$ cat config.mk
export PLATFORM = sky130hd
export DESIGN_NAME = rf_dump_reader
export DESIGN_NICKNAME = d
export VERILOG_FILES = /design/src/rtl/rf_dump_reader.sv
export SDC_FILE = /design/constraint.sdc
export NUM_CORES = 1
export LEC_CHECK = 0
export CAP_MARGIN = 20
export CORE_MARGIN = 2
export CORE_UTILIZATION = 49
export DETAILED_ROUTE_END_ITERATION = 10
export HOLD_SLACK_MARGIN = 0.02
export PLACE_DENSITY = 0.87
export SKIP_LAST_GASP = 1
export SLEW_MARGIN = 30
export SYNTH_ARGS = -nofsm -noshare
export SYNTH_HDL_FRONTEND = slang
export SYNTH_SLANG_ARGS = --single-unit
export TNS_END_PERCENT = 1
$ cat constraint.sdc
create_clock -name clk -period 2.7 [get_ports clk]
set_input_delay 0.54 -clock clk [delete_from_list [all_inputs] [get_ports clk]]
set_output_delay 0.54 -clock clk [all_outputs]
set_load 0.02 [all_outputs]
$ cat src/rtl/rf_dump_reader.sv
// rf_dump_reader: debug read-out engine on the register file side-read port.
// After a start command it walks the index range first_reg..last_reg
// (inclusive). For each index it reads reg_data through reg_sel and offers
// the {index, value} pair as one beat on a valid/ready stream toward the
// debug host. It never writes the register file.
//
// state | meaning
// ------+---------------------------------------------------------------
// IDLE  | waiting for start; reg_sel parked at 0
// READ  | reg_sel=idx; reg_data captured into the beat at the next edge
// HOLD  | beat offered (out_valid=1) and held stable until accepted
// DONE  | one cycle: done pulse (with err if the range was invalid)
//
// Ports:
//   clk, rst              clock; asynchronous active-high reset
//   start                 one-cycle dump request, sampled only in IDLE
//   first_reg, last_reg   inclusive index range, latched on accepted start
//   abort                 cancels a dump in progress (no done/err pulse)
//   reg_sel / reg_data    register file side-read port (combinational data)
//   out_valid/out_ready   beat handshake; out_idx/out_data carry the beat
//   busy                  state != IDLE
//   done, err             registered one-cycle pulses at the end of a dump
//   beat_cnt              beats accepted in the current or last dump
module rf_dump_reader #(
    parameter int IDX_W  = 5,
    parameter int DATA_W = 32
) (
    input  logic              clk,
    input  logic              rst,
    input  logic              start,
    input  logic [IDX_W-1:0]  first_reg,
    input  logic [IDX_W-1:0]  last_reg,
    input  logic              abort,
    output logic [IDX_W-1:0]  reg_sel,
    input  logic [DATA_W-1:0] reg_data,
    output logic              out_valid,
    input  logic              out_ready,
    output logic [IDX_W-1:0]  out_idx,
    output logic [DATA_W-1:0] out_data,
    output logic              busy,
    output logic              done,
    output logic              err,
    output logic [IDX_W:0]    beat_cnt
);

    typedef enum logic [1:0] {IDLE, READ, HOLD, DONE} state_t;

    localparam logic [IDX_W-1:0] IDX_ONE = IDX_W'(1);
    localparam logic [IDX_W:0]   CNT_ONE = (IDX_W + 1)'(1);

    state_t              state_q, state_d;
    logic [IDX_W-1:0]    idx_q, idx_d;
    logic [IDX_W-1:0]    last_q, last_d;
    logic                out_valid_q, out_valid_d;
    logic [IDX_W-1:0]    out_idx_q, out_idx_d;
    logic [DATA_W-1:0]   out_data_q, out_data_d;
    logic [IDX_W:0]      beat_cnt_q, beat_cnt_d;
    logic                done_q, done_d;
    logic                err_q, err_d;

    always_comb begin
        state_d     = state_q;
        idx_d       = idx_q;
        last_d      = last_q;
        out_valid_d = out_valid_q;
        out_idx_d   = out_idx_q;
        out_data_d  = out_data_q;
        beat_cnt_d  = beat_cnt_q;
        done_d      = 1'b0;
        err_d       = 1'b0;
        reg_sel     = '0;

        unique case (state_q)
            IDLE: begin
                // abort is not looked at here, so start wins over abort.
                if (start) begin
                    beat_cnt_d = '0;
                    if (first_reg <= last_reg) begin
                        last_d  = last_reg;
                        idx_d   = first_reg;
                        state_d = READ;
                    end else begin
                        // The pulses are registered, so they are set on the
                        // edge entering DONE and are visible during DONE.
                        done_d  = 1'b1;
                        err_d   = 1'b1;
                        state_d = DONE;
                    end
                end
            end
            READ: begin
                reg_sel = idx_q;
                if (abort) begin
                    state_d = IDLE;
                end else begin
                    out_data_d  = reg_data;
                    out_idx_d   = idx_q;
                    out_valid_d = 1'b1;
                    state_d     = HOLD;
                end
            end
            HOLD: begin
                if (abort) begin
                    // abort beats a simultaneous handshake; the beat is dropped
                    out_valid_d = 1'b0;
                    state_d     = IDLE;
                end else if (out_valid_q && out_ready) begin
                    beat_cnt_d  = beat_cnt_q + CNT_ONE;
                    out_valid_d = 1'b0;
                    // Terminating on equality keeps last_reg = all-ones from
                    // wrapping idx back to 0.
                    if (idx_q == last_q) begin
                        done_d  = 1'b1;
                        state_d = DONE;
                    end else begin
                        idx_d   = idx_q + IDX_ONE;
                        state_d = READ;
                    end
                end
            end
            DONE: begin
                state_d = IDLE;
            end
            default: begin
                state_d = IDLE;
            end
        endcase
    end

    always_ff @(posedge clk or posedge rst) begin
        if (rst) begin
            state_q     <= IDLE;
            idx_q       <= '0;
            last_q      <= '0;
            out_valid_q <= 1'b0;
            out_idx_q   <= '0;
            out_data_q  <= '0;
            beat_cnt_q  <= '0;
            done_q      <= 1'b0;
            err_q       <= 1'b0;
        end else begin
            state_q     <= state_d;
            idx_q       <= idx_d;
            last_q      <= last_d;
            out_valid_q <= out_valid_d;
            out_idx_q   <= out_idx_d;
            out_data_q  <= out_data_d;
            beat_cnt_q  <= beat_cnt_d;
            done_q      <= done_d;
            err_q       <= err_d;
        end
    end

    assign out_valid = out_valid_q;
    assign out_idx   = out_idx_q;
    assign out_data  = out_data_q;
    assign beat_cnt  = beat_cnt_q;
    assign done      = done_q;
    assign err       = err_q;
    assign busy      = (state_q != IDLE);

endmodule

Word-level counts from Yosys, hierarchy flattened
Cells that the tools add are included.
{"block": "op_classes", "addsub": 2, "order_cmp": 1, "bitwise": 1, "eq_ne": 11, "muxes": 29, "n_reduce_logical": 11}
{"cell": "$mux 5", "n": 6}
{"cell": "$mux 6", "n": 3}
{"cell": "$mux 2", "n": 6}
{"cell": "$ne 2x2->1 const B", "n": 6}
{"cell": "$pmux 6 s2", "n": 1}
{"cell": "$pmux 5 s2", "n": 1}
{"cell": "$mux 1", "n": 9}
{"cell": "$pmux 2 s4", "n": 1}
{"cell": "$add 6x1->6 const B", "n": 1}
{"cell": "$reduce_and 3->1", "n": 2}
{"cell": "$reduce_and 6->1", "n": 1}
{"cell": "$reduce_bool 2->1", "n": 3}
{"cell": "$add 5x1->5 const B", "n": 1}
{"cell": "$eq 5x5->1", "n": 1}
{"cell": "$le 5x5->1", "n": 1}
{"cell": "$eq 2x2->1 const B", "n": 2}
{"cell": "$pmux 1 s2", "n": 2}
{"cell": "$reduce_and 2->1", "n": 2}
{"cell": "$reduce_and 4->1", "n": 1}
{"cell": "$ne 3x3->1 const B", "n": 1}
{"cell": "$eq 2x1->1 const B", "n": 1}
{"cell": "$logic_not 2->1", "n": 1}
{"cell": "$logic_and 1x1->1", "n": 1}
{"cell": "$not 1->1", "n": 1}
{"block": "totals", "wordCells": 64, "output_inout_bits": 52, "inputBits": 47, "ff_bits": 58}

Logic depth before layout (Yosys ltp)
Gate-level depths: netlist of the first run.
{"block": "depth", "ltp_word": 5, "depth_mapped": 8, "mapped_depth_nobuf": 7}

Worst setup path after synthesis of the first run
OpenSTA, ideal clock, no wires.
{"block": "synth_path", "kind": "input to register", "start": "in last_reg[3]", "end": "reg last_q[0]", "setup_slack_ns": 0.641, "required_time_ns": 2.575, "setup_ns": 0.125, "path_buffers": 1, "arrival_time_ns": 1.934, "cell_stages": 8, "path_cell_list": "inv_1 > ha_1 > a21o_1 > a21oi_2 > a32o_1 > and2_4 > buf_6 > mux2_4"}
{"block": "synth_between", "elab_chain_len": 2}
{"item": "start: declaration", "line_no": "32", "text": "input logic [IDX_W-1:0] last_reg,"}
{"item": "$le 5x5->1", "line_no": "78", "text": "if (first_reg <= last_reg) begin"}
{"item": "$reduce_and 3->1 (no line)"}
{"item": "end signal: assignment", "line_no": "144", "text": "last_q <= last_d;"}
{"item": "end: declaration", "line_no": "53", "text": "logic [IDX_W-1:0] last_q, last_d;"}
No other way between the ends.
A chain may end at the register's enable or synchronous reset.

Worst setup path after layout of the first run
{"block": "layout_path", "start": "reg state_q[1]", "end": "out reg_sel[1]"}
{"block": "layout_between", "elab_chain_len": 2}
{"item": "start: declaration", "line_no": "51", "text": "state_t state_q, state_d;"}
{"item": "start signal: assignment", "line_no": "142", "text": "state_q <= state_d;"}
{"item": "$eq 2x1->1", "line_no": "73", "text": "unique case (state_q)"}
{"item": "$mux 5", "line_no": "73"}
{"item": "end: declaration", "line_no": "34", "text": "output logic [IDX_W-1:0] reg_sel,"}
No other way between the ends.

==> results of run 1 <==
==> synth_stat cells (2+ instances only) <==
library cell	count	area (sq um)
a21oi_1	4	20.0
a21oi_4	2	32.5
and2_1	8	50.1
buf_6	5	56.3
dfrtp_1	58	1450
ha_1	7	87.6
inv_1	11	41.3
mux2_1	7	78.8
mux2_4	36	541
nand2_1	11	41.3
nand2b_1	2	12.5
nand3_1	6	30.0
nand4_1	2	12.5
nor2_1	9	33.8
nor2b_1	3	18.8
nor3_1	2	10.0
o21ai_0	3	15.0
o22ai_1	3	18.8
o31a_1	2	17.5
xnor2_1	5	43.8
xor2_1	4	35.0
==> cell type report <==
| cell class | count | share of cell area (%) |
|---|---|---|
| sequential | 58 | 35.5 |
| multi-input combinational | 134 | 31.3 |
| timing repair buffer | 102 | 25.3 |
| clock buffer | 11 | 3.70 |
| tap | 72 | 2.20 |
| inverter | 11 | 1.01 |
| clock inverter | 3 | 0.979 |
==> state kept, by name, summed over array words and instances, names as in the netlist <==
register / cells
out_valid: 1
idx_q: 5
beat_cnt: 6
last_q: 5
state_q: 2
out_data: 32
err: 1
out_idx: 5
done: 1
==> metal layers <==
metal	part of all wire (%)	global-route usage, %	vias up
met4	1.0	7.63	0
met2	47	32.9	92
met3	8.1	7.35	7
li1	-	-	944
met5	0	0	-
met1	44	26.6	973
==> layout by cell type, fill, tap and decap left out, types with 2 or more instances in the layout <==
master	instances
nand4_1	2
nor2_1	9
nor2b_1	2
and2_1	8
o21ai_0	3
o22ai_1	3
buf_4	2
buf_12	2
xor2_1	4
nand3_1	6
nand2b_1	2
a21oi_1	4
a21oi_4	2
xnor2_1	5
mux2_1	7
mux2_4	36
clkbuf_8	11
clkinv_2	2
dfrtp_1	58
ha_1	7
nand2_1	11
clkdlybuf4s50_1	98
o31a_1	2
nor3_1	2
inv_1	10
==> power by group <==
part / internal (mW) / switching [mW] / leakage (nW)
Sequential: 1.26 / 0.301 / 0.699
Combinational: 1.30 / 1.04 / 0.996
Clock: 0.463 / 0.318 / 0.101
Total: 3.03 / 1.65 / 1.80
==> worst max-delay path by stage <==
stage          depth (start not counted)         end  slack (ns)
2_1_floorplan                          8   last_q[0]        0.64
3_3_place_gp                           8   last_q[4]        0.20
3_5_place_dp                           8   last_q[1]        0.08
4_1_cts                                3  reg_sel[1]        0.27
5_1_grt                                3  reg_sel[1]        0.22
6_report                               3  reg_sel[1]        0.29
==> cell families after synthesis <==
kind of cell    share of synthesized area [%]
xor+xnor                                 2.79
flops                                    51.4
buf+inv                                  3.59
mux                                      22.3
compound gates                           6.96
simple gates                             9.84
fa+ha+maj                                3.10
==> qor.yml, run 1 <==
worst_setup_path:
  rr_startpoint: "state_q[1]"
  critical_path_class: "flip-flop to output port"
  cp_data_required_time_ns: 2.16
  critPathCaptureType: "output port"
  regToRegEndpoint: "out_idx[0]"
  rr_worst_depth: 4
  r2r_setup_slack_ns: 0.99
  cp_top_family: "buffers and inverters"
  crit_chain: "and2b_4, and2_1, clkdlybuf4s50_1"
  slowest_stage: "clkdlybuf4s50_1"
  worstPathBufferInverterCount: 1
  crit_start: "state_q[1]"
  path_max_fanout: 8
  slowest_delay_ns: 0.63
  arrival_ns: 1.87
  start_kind: "flip-flop"
place:
  placed_cell_area_sq_um: 3900
  dpl.hpwl_um: 4770
  pre_cts_ws_ns: 0.0771
  gp_congestion: 0.760
  portBuffers: 98
  dp.cells: 377
logic_synthesis:
  synth_edf_count: 0
  synth_cells: 209
  avgSynthCellArea_sq_um: 13.5
  synthFlopType: "dfrtp_1"
  ys_ff_latch: 58
  synth_cell_types: 40
  synth_area_sq_um: 2820
  yosysWarnings: 0
  ys_seq_area_share_pct: 51.4
  synth_fp_nets: 263
  async_reset_ff_share_pct: 100
worst_hold_path:
  whs_endpoint: "out_idx[2]"
  worstHoldPathType: "flip-flop to flip-flop"
  min-delay-start: "out_idx[2]"
  whs_path_depth: 1
power_and_ir_drop:
  ir_drop_mv: 0.613
  p_total_mw: 4.68
  powerDensity_nw_per_um2: 1150
  p_leak_nw: 1.80
floorplan:
  core_sq_um: 5540
  die-area_sq_um: 6380
  ios: 99
  fp.dieW_um: 79.9
  rows: 27
  initial_core_util_pct: 50.9
  fp.dieH_um: 79.9
cells_and_area:
  seq_area_sq_um: 1450
  multi_input_area_sq_um: 1280
  postLayoutCoreUtil_pct: 73.8
  finalNonFillerCells: 391
  fillCellCount: 377
  antennaDiodeCount: 0
  drive_above_1_share_pct: 20.7
  fin_area_sq_um: 4090
  area_delta_synth_final_pct: 44.8
  final_nets: 370
route:
  vias: 2016
  drt_iter0_drc: 69
  drt-total-wl_um: 6380
  first_pass_iters: 4
  ant_nets: 0
  vias_per_cell: 5.16
  wl_per_cell_um: 16.3
  drcViolationCount: 0
cts:
  h-tree-depth: 3
  cts_buffers: 9
  clk_pin_slew_worst_paths_ns: 0.06
  clkLatencyLatePin_ns: 0.33
  ctsHoldBuffers: 0
  postCtsSetupBuffers: 0
  cts_tree: "built"
  cts_resized: 0
  cts_num_sinks: 58
  cts.path.max_buffers: 2
  clockRootBuffer: "clkbuf_8"
sta:
  rsz0062_at_grt: "no"
  final.min_clock_period_ns: 2.41
  fin_skew_ns: 0.00459
  hold_viol: 0
  worst_slew_pin_slew_ns: 0.827
  max_clock_freq_mhz: 414
  period_share_pct: 89.4
  setup_ws_ns: 0.287
  relSlewSlack_pct: 44.8
  whs_ns: 0.486
  drv_slew: 0
  finalSetupViolations: 0
  fin_setup_tns_ns: 0
grt:
  antenna_found_initial: 0
  gr-usage-all-layers_pct: 20.9
  grt_pass1_wl_um: 9900
  grt_start_max_net_pins: 38
  grt_overflow: 0
  grt_pass1_vias: 1959
status:
  outcome: "finished clean"
run:
  maxCapViolCount: 0
(Power assumes the default switching activity.)
==> run 2, diff against run 1 <==
--- a/config.mk
+++ b/config.mk
@@ -10,6 +10,7 @@
 export CORE_UTILIZATION = 49
 export DETAILED_ROUTE_END_ITERATION = 10
 export HOLD_SLACK_MARGIN = 0.02
+export MAX_ROUTING_LAYER = met4
 export PLACE_DENSITY = 0.87
 export SKIP_LAST_GASP = 1
 export SLEW_MARGIN = 30
==> run 2 against run 1 <==
Non-clock buffer count stayed put. Combinational power hardly changed. Cell count stayed put. Power hardly changed. Routed wire length is 0.50% lower. Setup slack worse by 0.012 ns. Final area stayed put. Core utilization stayed put. Via count is 0.60% lower. Clock-buffer cell count stayed put. Clock skew hardly changed. Critical path depth stayed put.
==> qor.yml, run 2 (synthesis gave the netlist of run 1 again) <==
cells_and_area:
  final_nets: 370  # unchanged
  largest_register_ffs: 32  # unchanged
  final_common_cell: "clkdlybuf4s50_1"
  fin_area_sq_um: 4090  # unchanged
  finalNonFillerCells: 391  # unchanged
  multi_input_area_sq_um: 1280  # unchanged
  mostFrequentLayoutCells: "98 x clkdlybuf4s50_1, 58 x dfrtp_1, 36 x mux2_4, 11 x nand2_1, 11 x clkbuf_8"
  seq_area_sq_um: 1450  # unchanged
  area_delta_synth_final_pct: 44.8  # unchanged
  drive_above_1_share_pct: 20.7  # unchanged
  fillCellCount: 377  # unchanged
  antennaDiodeCount: 0  # unchanged
worst_setup_path:
  cp_data_required_time_ns: 2.16  # about the same
  path_max_fanout: 8  # unchanged
  critPathCaptureType: "output port"
  start_kind: "flip-flop"
  arrival_ns: 1.88  # about the same
  rr_worst_depth: 4  # unchanged
  critical_path_class: "flip-flop to output port"
cts:
  clockRootBuffer: "clkbuf_8"
  clk_pin_slew_worst_paths_ns: 0.06  # about the same
  cts_num_sinks: 58  # unchanged
  ctsHoldBuffers: 0  # unchanged
  cts.path.max_buffers: 2  # unchanged
  h-tree-depth: 3  # unchanged
  cts_tree: "built"
  cts_resized: 0  # unchanged
  cts_buffers: 9  # unchanged
  postCtsSetupBuffers: 0  # unchanged
  clkLatencyLatePin_ns: 0.33  # about the same
sta:
  final.min_clock_period_ns: 2.42  # +0.0120 ns
  period_share_pct: 89.8  # +0.44 points
  fin_skew_ns: 0.00504  # +0.000456 ns
  worst_slew_pin_slew_ns: 0.832  # +0.00501 ns
  whs_ns: 0.485  # -0.000559 ns
  drv_slew: 0  # unchanged
  relSlewSlack_pct: 44.4  # -0.33 points
  fin_setup_tns_ns: 0  # unchanged
  max_clock_freq_mhz: 412  # -0.49%
  finalSetupViolations: 0  # unchanged
  hold_viol: 0  # unchanged
  rsz0062_at_grt: "no"
floorplan:
  initial_core_util_pct: 50.9  # unchanged
  core_sq_um: 5540  # unchanged
  ios: 99  # unchanged
  fp.dieW_um: 79.9  # unchanged
  die-area_sq_um: 6380  # unchanged
  rows: 27  # unchanged
  fp.dieH_um: 79.9  # unchanged
worst_hold_path:
  whs_path_depth: 1  # unchanged
  worstHoldPathType: "flip-flop to flip-flop"
route:
  ant_nets: 0  # unchanged
  drt_iter0_drc: 73  # +5.8%
  vias: 2004  # -0.60%
  wl_per_cell_um: 16.2  # -0.50%
  drt-total-wl_um: 6350  # -0.50%
  drcViolationCount: 0  # unchanged
  vias_per_cell: 5.13  # -0.60%
  first_pass_iters: 5  # +1
run:
  maxCapViolCount: 0  # unchanged
status:
  outcome: "finished clean"
power_and_ir_drop:
  ir_drop_mv: 0.611  # -0.29%
  powerDensity_nw_per_um2: 1150  # about the same
  p_total_mw: 4.69  # about the same
  p_leak_nw: 1.80  # unchanged
place:
  dp.cells: 377  # unchanged
  dpl.hpwl_um: 4770  # unchanged
  gp_congestion: 0.770  # +1.3%
  portBuffers: 98  # unchanged
  placed_cell_area_sq_um: 3900  # unchanged
grt:
  grt_overflow: 0  # unchanged
  grt_start_max_net_pins: 38  # unchanged
  gr-usage-all-layers_pct: 21.5  # +0.62 points
  antenna_found_initial: 0  # unchanged
  grt_pass1_vias: 1950  # -0.46%
  grt_pass1_wl_um: 9920  # +0.21%
run 2: layout make-up:
class / count / area share (%)
Multi-Input combinational cell: 134 / 31.3
Clock buffer: 11 / 3.70
Sequential cell: 58 / 35.5
Clock inverter: 3 / 0.979
Tap cell: 72 / 2.20
Inverter: 11 / 1.01
Timing Repair Buffer: 102 / 25.3
run 2: final timing paths:
path | from | to | slack, ns
setup reg to reg | state_q[1] | out_idx[0] | 0.98
hold reg to reg | out_idx[2] | out_idx[2] | 0.49
setup / recovery | state_q[1] | reg_sel[1] | 0.28
max in group asynchronous | rst | last_q[1] | 1.56
min in group asynchronous | rst | out_data[18] | 0.58
hold / removal | out_idx[2] | out_idx[2] | 0.49
run 2: critical path, cell delays in order, from the launching register on:
cell             delay [ns]
dfrtp_1                0.45
and2b_4                0.33
and2_1                 0.14
clkdlybuf4s50_1        0.64
run 2: where the power goes:
| group | internal, mW | switching (mW) |
|---|---|---|
| sequential | 1.26 | 0.299 |
| clock | 0.463 | 0.319 |
| combinational | 1.30 | 1.04 |
| total | 3.03 | 1.66 |
run 2: routing by layer:
| metal | wire (um) | GRT usage [%] | part of all wire [%] | up-vias |
|---|---|---|---|---|
| met5 | 0 | - | 0 | - |
| met2 | 2970 | 32.9 | 47 | 80 |
| met1 | 2830 | 26.7 | 45 | 971 |
| met4 | 74 | 7.63 | 1.2 | 0 |
| met3 | 479 | 7.35 | 7.5 | 8 |
| li1 | - | - | - | 945 |
run 2: metrics by stage:
stage	worst slack (ns)	utilization, %
6_report	0.275	73.8
5_1_grt	0.222	73.8
4_1_cts	0.272	73.8
3_5_place_dp	0.0771	70.3
3_3_place_gp	0.196	70.3
2_1_floorplan	0.641	-
